**src/rtl/stg5wb_if.sv**
```systemverilog
// stg5wb bundle: memory-stage result in, register-file writes out.
// Ports: iw_* driven by master (upstream), ow_* driven by slave (stage).
interface stg5wb_if #(
  parameter int ADDR_W   = 24,
  parameter int DATA_W   = 24,
  parameter int OPC_W    = 8,
  parameter int GP_IDX_W = 4,
  parameter int SR_IDX_W = 2,
  parameter int RET_W    = 32
);
  logic [ADDR_W-1:0]   iw_pc;
  logic [DATA_W-1:0]   iw_instr;
  logic [OPC_W-1:0]    iw_opc;
  logic [GP_IDX_W:0]   iw_tgt_gp;
  logic [SR_IDX_W:0]   iw_tgt_sr;
  logic [DATA_W-1:0]   iw_result;
  logic                iw_resume;
  logic                ow_gp_we;
  logic [GP_IDX_W-1:0] ow_gp_addr;
  logic [DATA_W-1:0]   ow_gp_data;
  logic                ow_sr_we;
  logic [SR_IDX_W-1:0] ow_sr_addr;
  logic [DATA_W-1:0]   ow_sr_data;
  logic [ADDR_W-1:0]   ow_pc;
  logic [DATA_W-1:0]   ow_instr;
  logic [RET_W-1:0]    ow_retired;
  logic                ow_halt;

  modport master (
    output iw_pc, iw_instr, iw_opc, iw_tgt_gp,
    output iw_tgt_sr, iw_result, iw_resume,
    input  ow_gp_we, ow_gp_addr, ow_gp_data,
    input  ow_sr_we, ow_sr_addr, ow_sr_data,
    input  ow_pc, ow_instr, ow_retired, ow_halt
  );

  modport slave (
    input  iw_pc, iw_instr, iw_opc, iw_tgt_gp,
    input  iw_tgt_sr, iw_result, iw_resume,
    output ow_gp_we, ow_gp_addr, ow_gp_data,
    output ow_sr_we, ow_sr_addr, ow_sr_data,
    output ow_pc, ow_instr, ow_retired, ow_halt
  );
endinterface

```
**src/rtl/stg5wb.sv**
```systemverilog
// Write-back stage: registered GP/SR write strobes, retire count, halt FSM.
// Ports: iw_clk, iw_rst_n (async low), bus (stg5wb_if.slave).
module stg5wb #(
  parameter int              ADDR_W   = 24,
  parameter int              DATA_W   = 24,
  parameter int              OPC_W    = 8,
  parameter int              GP_IDX_W = 4,
  parameter int              SR_IDX_W = 2,
  parameter int              RET_W    = 32,
  parameter logic [OPC_W-1:0] OPC_NOP = 8'h00,
  parameter logic [OPC_W-1:0] OPC_HLT = 8'hFF
) (
  input logic     iw_clk,
  input logic     iw_rst_n,
  stg5wb_if.slave bus
);

  typedef enum logic {
    S_RUN,
    S_HALTED
  } state_t;

  state_t              state_q;
  logic                gp_we_q;
  logic [GP_IDX_W-1:0] gp_addr_q;
  logic [DATA_W-1:0]   gp_data_q;
  logic                sr_we_q;
  logic [SR_IDX_W-1:0] sr_addr_q;
  logic [DATA_W-1:0]   sr_data_q;
  logic [ADDR_W-1:0]   pc_q;
  logic [DATA_W-1:0]   instr_q;
  logic [RET_W-1:0]    ret_q;
  logic                halt_q;

  logic is_nop, is_hlt, gp_we_d, sr_we_d;

  assign is_nop  = bus.iw_opc == OPC_NOP;
  assign is_hlt  = bus.iw_opc == OPC_HLT;
  // NOP and HLT never write, whatever their targets say
  assign gp_we_d = bus.iw_tgt_gp[GP_IDX_W] & ~is_nop & ~is_hlt;
  assign sr_we_d = bus.iw_tgt_sr[SR_IDX_W] & ~is_nop & ~is_hlt;

  always_ff @(posedge iw_clk or negedge iw_rst_n) begin
    if (!iw_rst_n) begin
      state_q   <= S_RUN;
      gp_we_q   <= 1'b0;
      gp_addr_q <= '0;
      gp_data_q <= '0;
      sr_we_q   <= 1'b0;
      sr_addr_q <= '0;
      sr_data_q <= '0;
      pc_q      <= '0;
      instr_q   <= '0;
      ret_q     <= '0;
      halt_q    <= 1'b0;
    end else begin
      unique case (state_q)
        S_RUN: begin
          gp_we_q <= gp_we_d;
          sr_we_q <= sr_we_d;
          if (gp_we_d) begin
            gp_addr_q <= bus.iw_tgt_gp[GP_IDX_W-1:0];
            gp_data_q <= bus.iw_result;
          end
          if (sr_we_d) begin
            sr_addr_q <= bus.iw_tgt_sr[SR_IDX_W-1:0];
            sr_data_q <= bus.iw_result;
          end
          if (!is_nop) begin
            ret_q   <= ret_q + RET_W'(1);
            pc_q    <= bus.iw_pc;
            instr_q <= bus.iw_instr;
          end
          // resume is meaningless here; HLT alone decides
          if (is_hlt) begin
            state_q <= S_HALTED;
            halt_q  <= 1'b1;
          end
        end
        S_HALTED: begin
          // input on the resume edge is still dropped
          gp_we_q <= 1'b0;
          sr_we_q <= 1'b0;
          if (bus.iw_resume) begin
            state_q <= S_RUN;
            halt_q  <= 1'b0;
          end
        end
        default: state_q <= S_RUN;
      endcase
    end
  end

  assign bus.ow_gp_we   = gp_we_q;
  assign bus.ow_gp_addr = gp_addr_q;
  assign bus.ow_gp_data = gp_data_q;
  assign bus.ow_sr_we   = sr_we_q;
  assign bus.ow_sr_addr = sr_addr_q;
  assign bus.ow_sr_data = sr_data_q;
  assign bus.ow_pc      = pc_q;
  assign bus.ow_instr   = instr_q;
  assign bus.ow_retired = ret_q;
  assign bus.ow_halt    = halt_q;

endmodule

```
**src/flat_wrapper.sv**
```systemverilog
// flat-port wrapper written by rule: the top's interface ports become plain ports
module stg5wb_flat 
#(
  parameter int              ADDR_W   = 24,
  parameter int              DATA_W   = 24,
  parameter int              OPC_W    = 8,
  parameter int              GP_IDX_W = 4,
  parameter int              SR_IDX_W = 2,
  parameter int              RET_W    = 32,
  parameter logic [OPC_W-1:0] OPC_NOP = 8'h00,
  parameter logic [OPC_W-1:0] OPC_HLT = 8'hFF
)
  (iw_clk, iw_rst_n, bus_iw_pc, bus_iw_instr, bus_iw_opc, bus_iw_tgt_gp, bus_iw_tgt_sr, bus_iw_result, bus_iw_resume, bus_ow_gp_we, bus_ow_gp_addr, bus_ow_gp_data, bus_ow_sr_we, bus_ow_sr_addr, bus_ow_sr_data, bus_ow_pc, bus_ow_instr, bus_ow_retired, bus_ow_halt);
  stg5wb_if #(.ADDR_W(ADDR_W), .DATA_W(DATA_W), .OPC_W(OPC_W), .GP_IDX_W(GP_IDX_W), .SR_IDX_W(SR_IDX_W), .RET_W(RET_W)) bus_i ();
  input logic iw_clk;
  input logic iw_rst_n;
  input wire logic [$bits(bus_i.iw_pc)-1:0] bus_iw_pc;
  input wire logic [$bits(bus_i.iw_instr)-1:0] bus_iw_instr;
  input wire logic [$bits(bus_i.iw_opc)-1:0] bus_iw_opc;
  input wire logic [$bits(bus_i.iw_tgt_gp)-1:0] bus_iw_tgt_gp;
  input wire logic [$bits(bus_i.iw_tgt_sr)-1:0] bus_iw_tgt_sr;
  input wire logic [$bits(bus_i.iw_result)-1:0] bus_iw_result;
  input wire logic [$bits(bus_i.iw_resume)-1:0] bus_iw_resume;
  output wire logic [$bits(bus_i.ow_gp_we)-1:0] bus_ow_gp_we;
  output wire logic [$bits(bus_i.ow_gp_addr)-1:0] bus_ow_gp_addr;
  output wire logic [$bits(bus_i.ow_gp_data)-1:0] bus_ow_gp_data;
  output wire logic [$bits(bus_i.ow_sr_we)-1:0] bus_ow_sr_we;
  output wire logic [$bits(bus_i.ow_sr_addr)-1:0] bus_ow_sr_addr;
  output wire logic [$bits(bus_i.ow_sr_data)-1:0] bus_ow_sr_data;
  output wire logic [$bits(bus_i.ow_pc)-1:0] bus_ow_pc;
  output wire logic [$bits(bus_i.ow_instr)-1:0] bus_ow_instr;
  output wire logic [$bits(bus_i.ow_retired)-1:0] bus_ow_retired;
  output wire logic [$bits(bus_i.ow_halt)-1:0] bus_ow_halt;
  assign bus_i.iw_pc = bus_iw_pc;
  assign bus_i.iw_instr = bus_iw_instr;
  assign bus_i.iw_opc = bus_iw_opc;
  assign bus_i.iw_tgt_gp = bus_iw_tgt_gp;
  assign bus_i.iw_tgt_sr = bus_iw_tgt_sr;
  assign bus_i.iw_result = bus_iw_result;
  assign bus_i.iw_resume = bus_iw_resume;
  assign bus_ow_gp_we = bus_i.ow_gp_we;
  assign bus_ow_gp_addr = bus_i.ow_gp_addr;
  assign bus_ow_gp_data = bus_i.ow_gp_data;
  assign bus_ow_sr_we = bus_i.ow_sr_we;
  assign bus_ow_sr_addr = bus_i.ow_sr_addr;
  assign bus_ow_sr_data = bus_i.ow_sr_data;
  assign bus_ow_pc = bus_i.ow_pc;
  assign bus_ow_instr = bus_i.ow_instr;
  assign bus_ow_retired = bus_i.ow_retired;
  assign bus_ow_halt = bus_i.ow_halt;
  stg5wb #(.ADDR_W(ADDR_W), .DATA_W(DATA_W), .OPC_W(OPC_W), .GP_IDX_W(GP_IDX_W), .SR_IDX_W(SR_IDX_W), .RET_W(RET_W), .OPC_NOP(OPC_NOP), .OPC_HLT(OPC_HLT)) u_core (.iw_clk(iw_clk), .iw_rst_n(iw_rst_n), .bus(bus_i));
endmodule
```
**config.mk**
```make
export PLATFORM = sky130hd
export DESIGN_NAME = stg5wb_flat
export DESIGN_NICKNAME = d
export VERILOG_FILES = /design/src/rtl/stg5wb_if.sv /design/src/rtl/stg5wb.sv /design/src/flat_wrapper.sv
export SDC_FILE = /design/constraint.sdc
export NUM_CORES = 1
export LEC_CHECK = 0
export BUFFER_PORTS_ARGS = -buffer_cell sky130_fd_sc_hd__buf_2
export CAP_MARGIN = 20
export CORE_MARGIN = 2
export CORE_UTILIZATION = 45
export DETAILED_ROUTE_END_ITERATION = 6
export HOLD_SLACK_MARGIN = 0.02
export PLACE_DENSITY = 0.76
export SLEW_MARGIN = 20
export SYNTH_ARGS = -nofsm -noshare
export SYNTH_HDL_FRONTEND = slang
export SYNTH_SLANG_ARGS = --single-unit
```
**constraint.sdc**
```tcl
create_clock -name iw_clk -period 4.23 [get_ports iw_clk]
set_clock_uncertainty 0.2 [all_clocks]
set_input_delay 0.423 -clock iw_clk [delete_from_list [all_inputs] [get_ports iw_clk]]
set_output_delay 0.423 -clock iw_clk [all_outputs]
set_load 0.02 [all_outputs]
```
# Yosys cells after proc, flatten, opt, wreduce, memory -nomap -nowiden
# Index checks and enable logic that the tools add are counted.
# word_totals
elab_cells	35
output_inout_bits	137
in_bits	91
register_bits	138
# classes
n_mux	8
n_eq_ne	3
reduce_logical	5
bitwise	7
add_sub_neg	1
# ops
operator	n
adder 32 x 1 -> 32 bit, second input constant	1
equality test 8 bit, second input constant	1
logical NOT 8 bit	1
case mux 1 bit (2 select lines)	4
AND reduction 2 bit	4
bitwise AND 1 bit	4
2-to-1 mux 1 bit	4
NOT 1 bit	3
inequality test 2 x 1 -> 1 bit, second input constant	1
inequality test 2 bit, second input constant	1

# Logic depth before layout (Yosys ltp)
# logic_depth
word_depth	5
ltp_mapped	7

# Worst setup path before layout
# Ideal clock, no wire load.
# synth_timing
path_type	reg2reg
start	register u_core.ret_q[2], in the netlist u_core.bus.ow_retired[2]
end	register u_core.ret_q[29], in the netlist u_core.bus.ow_retired[29]
t_arrival_ns	1.875
setup_slack_ns	2.075
n_path_buf	1
setup_time_ns	0.080
path_stages_with_launch	7
synth_period_minus_slack_ns	2.155
cell_sequence	dfrtp_1 nand3_1 or2_0 buf_2 or4_4 nor3_2 xor2_1
# synth_between
elab_chain_len	1
# synth_lines
item	line	source
start, declared	stg5wb.sv:32	logic [RET_W-1:0] ret_q;
start signal, assigned	stg5wb.sv:70	ret_q <= ret_q + RET_W'(1);
adder 32 x 1 -> 32 bit	stg5wb.sv:70	
# Every way passes these cells.
# A chain may end at the register's enable or synchronous reset.

# Final worst setup path
# layout_timing
start	register u_core.ret_q[2], in the netlist u_core.bus.ow_retired[2]
end	register u_core.ret_q[26], in the netlist u_core.bus.ow_retired[26]
# The elaborated chain is that of the path after synthesis.

==> key figures <==
Status
  • Status: finished, final reports clean

Clock tree
  • Resized Gates After CTS: 0
  • Clock Sinks: 138
  • Clk_lat worst skew: ~400 ps
  • Clk root buf: clkbuf_16
  • Postcts setup bufs: 0
  • H-tree depth: 4
  • CTS tree: done
  • Max clock buf depth: 2
  • Total CTS buffers: 17
  • CTS clock-pin slew for the worst setup and hold paths: 60 ps

Floorplanning
  • Placement Rows: 39
  • Starting Density: 46.51%
  • Die W: ~110 um
  • DIE HEIGHT: around 110 um
  • I/O Pins: 228
  • Placeable Area: 11560 sq um
  • Die ar.: 12840 sq um

Placement
  • Gp weighted congestion: 0.7956
  • Dpl cells: 724
  • Port bufs: 227
  • Hpwl dp: between 8 and 9 mm

Logic synthesis
  • Top cell type by total area after synthesis: dfrtp_1
  • Yosys reg bits: 138
  • Count leader, synth: dfrtp_1
  • Synth unique cells: 31
  • Post-Synthesis Cells: 362
  • Post-synth top cells: dfrtp_1 (138), mux2_2 (74), mux2_1 (28)
  • Synthesized area per cell: 14.86 sq um
  • Yosys warns: 0
  • Synth top area cells: dfrtp_1 (64%), mux2_2 (15%), mux2_1 (5.9%)
  • Mapped Area: ~5400 sq um
  • Ys flop type: dfrtp_1
  • Asr flop ratio synth: 100.0%
  • Post-synthesis sequential area ratio: between 60% and 70%
  • Top cell type's share of synthesized area: 64.20%
  • EDFF count, synth: 0
  • Post-Syn Nets: ~450

Job
  • Max cap viols: 0

Global route
  • Largest net degree at the start of global routing: 74
  • First-pass GRT wire length: just under 20 mm
  • Initial antenna violation count: 0
  • Gr usage total: 19.48%
  • Grt ovf: 0
  • Vias in the first global route: between 4000 and 5000

STA
  • Worst-Margin Slew: 865.6 ps
  • Period utilisation layout: 56.25%
  • Slew HR: between 40% and 50%
  • Setup TNS Final: 0 ps
  • Final min period: 2379 ps
  • RSZ-0062 raised after global routing: false
  • Final setup vio count: 0
  • Fmax: approximately 420 MHz
  • Max-slew violation count: 0
  • Fin. Hold Viols: 0

Layout
  • Multi-input gate area: between 1500 and 2000 sq um
  • Net count reported at finish: slightly below 700
  • Fill cells: 888
  • Register area: 3453 sq um
  • Final Non-Filler Cells: 757
  • Synth-to-Final Area Change: 35.59%
  • Share of cells above drive strength 1: 55.21%
  • Inserted Diodes: 0

Setup path
  • CP Data Required Time: 4320 ps
  • CP Max Fanout: 7
  • Critical path data arrival time: 2470 ps
  • Setup crit start kind: flop
  • CP Capture Type: flop
  • Crit path kind: flop to flop

Power
  • Pwr Density: 490.6 nW/um^2
  • P_leak: 3.476 nW
  • Peak supply drop: 0.3357 mV
  • Power, Total: 3.578 mW

Route
  • Detailed Route Iter0 Violations: ~130
  • Routed WL per cell: 15.69 um
  • Routed Antenna Nets: 0
  • Total number of vias: 3759
  • Post-DR vias/cell: 4.966
  • Pre-Repair DR Iteration Count: 5
  • Routed WL: 11.88 mm
  • DRC viols: 0

Min path
  • Worst Hold Class: input pin to flop
where the power goes:
part | internal [mW] | leakage [nW] | switching, mW
Clock | 0.969 | 0.286 | 0.511
Sequential | 1.45 | 1.61 | 0.0894
Combinational | 0.227 | 1.57 | 0.336
Total | 2.64 | 3.48 | 0.937
placed cells by master, fill, tap and decap left out, types with 2 or more instances in the layout:
cell / count
a211o_1: 2
clkbuf_8: 3
buf_2: 226
clkbuf_16: 17
dlygate4sd3_1: 2
nand4_1: 10
xor2_1: 9
clkinvlp_4: 2
nor2_1: 11
inv_1: 5
xnor2_1: 22
nor4_1: 2
mux2_1: 28
dfrtp_1: 138
bufinv_16: 3
clkbuf_1: 4
nand3_1: 7
nand2_1: 20
nor4_2: 2
and2_1: 2
and3_1: 5
buf_4: 4
nor3_2: 2
mux2_2: 74
clkinv_2: 2
logic make-up after synthesis:
kind of cell,share of synthesized area [%]
adder cells (fa/ha/maj),0.2326
flip-flops,64.20
XOR/XNOR,5.048
buffers and inverters,1.721
AO/OA/AOI/OAI,0.7676
AND/OR/NAND/NOR,6.676
multiplexers,21.35
cell type report:
type | count | share of cell area (%)
Sequential cell | 138 | 47.35
Multi-Input combinational cell | 207 | 25.29
Timing Repair Buffer | 233 | 16.47
Clock buffer | 24 | 6.605
Tap cell | 143 | 2.453
Clock inverter | 7 | 1.578
Inverter | 5 | 0.2573
critical path: stages (launching register included):
cell and delay [ps]:
dfrtp_1 430, nand3_1 120, or2_0 350, nor4_1 800
nand3_1 200, xnor2_1 170
state kept, by name (all words and copies together), names as in the netlist:
signal	cells
u_core.bus.ow_retired	32
u_core.bus.ow_gp_addr	4
u_core.bus.ow_gp_data	24
u_core.bus.ow_halt	1
u_core.state_q	1
u_core.bus.ow_pc	24
u_core.bus.ow_sr_data	24
u_core.bus.ow_instr	24
u_core.bus.ow_sr_addr	2
u_core.bus.ow_gp_we	1
u_core.bus.ow_sr_we	1
path summary, 6_finish.rpt:
check / from / end / slack, ps / cells past startpoint
hold / removal: bus_iw_tgt_gp[1] / u_core.bus.ow_gp_addr[1] / 40 / 2
setup reg to reg: u_core.bus.ow_retired[2] / u_core.bus.ow_retired[26] / 1850 / 5
setup / recovery: u_core.bus.ow_retired[2] / u_core.bus.ow_retired[26] / 1850 / 5
hold reg to reg: u_core.bus.ow_retired[31] / u_core.bus.ow_retired[31] / 260 / 1
min in group asynchronous: iw_rst_n / u_core.bus.ow_instr[13] / 440 / 2
max in group asynchronous: iw_rst_n / u_core.bus.ow_retired[25] / 2530 / 3
repair_timing:
item                                    in CTS  in global routing
endpoints found under the setup margin       0                  0
hold buffers                                 2                  0
hold endpoints to repair                    67                  0
per-layer routing:
layer  global-route usage, %  up-vias  share of wire (%)
met4                   9.268        0                2.5
met5                       0        -                  0
li1                        -     1735                  -
met1                   22.11     1837                 39
met2                   32.46      158                 51
met3                   7.499       29                8.1
metrics by stage:
step,util (%),hold WS [ps],worst slack (ps),cell area [sq um]
floorplan,-,-72.59,2075,5379
global placement,57.73,251.7,1734,6676
detailed placement,57.73,250.9,1657,6676
CTS,63.06,23.05,1881,7293
global route,63.06,21.66,1691,7293
finish,63.06,43.28,1851,7293
(Power assumes the default switching activity.)
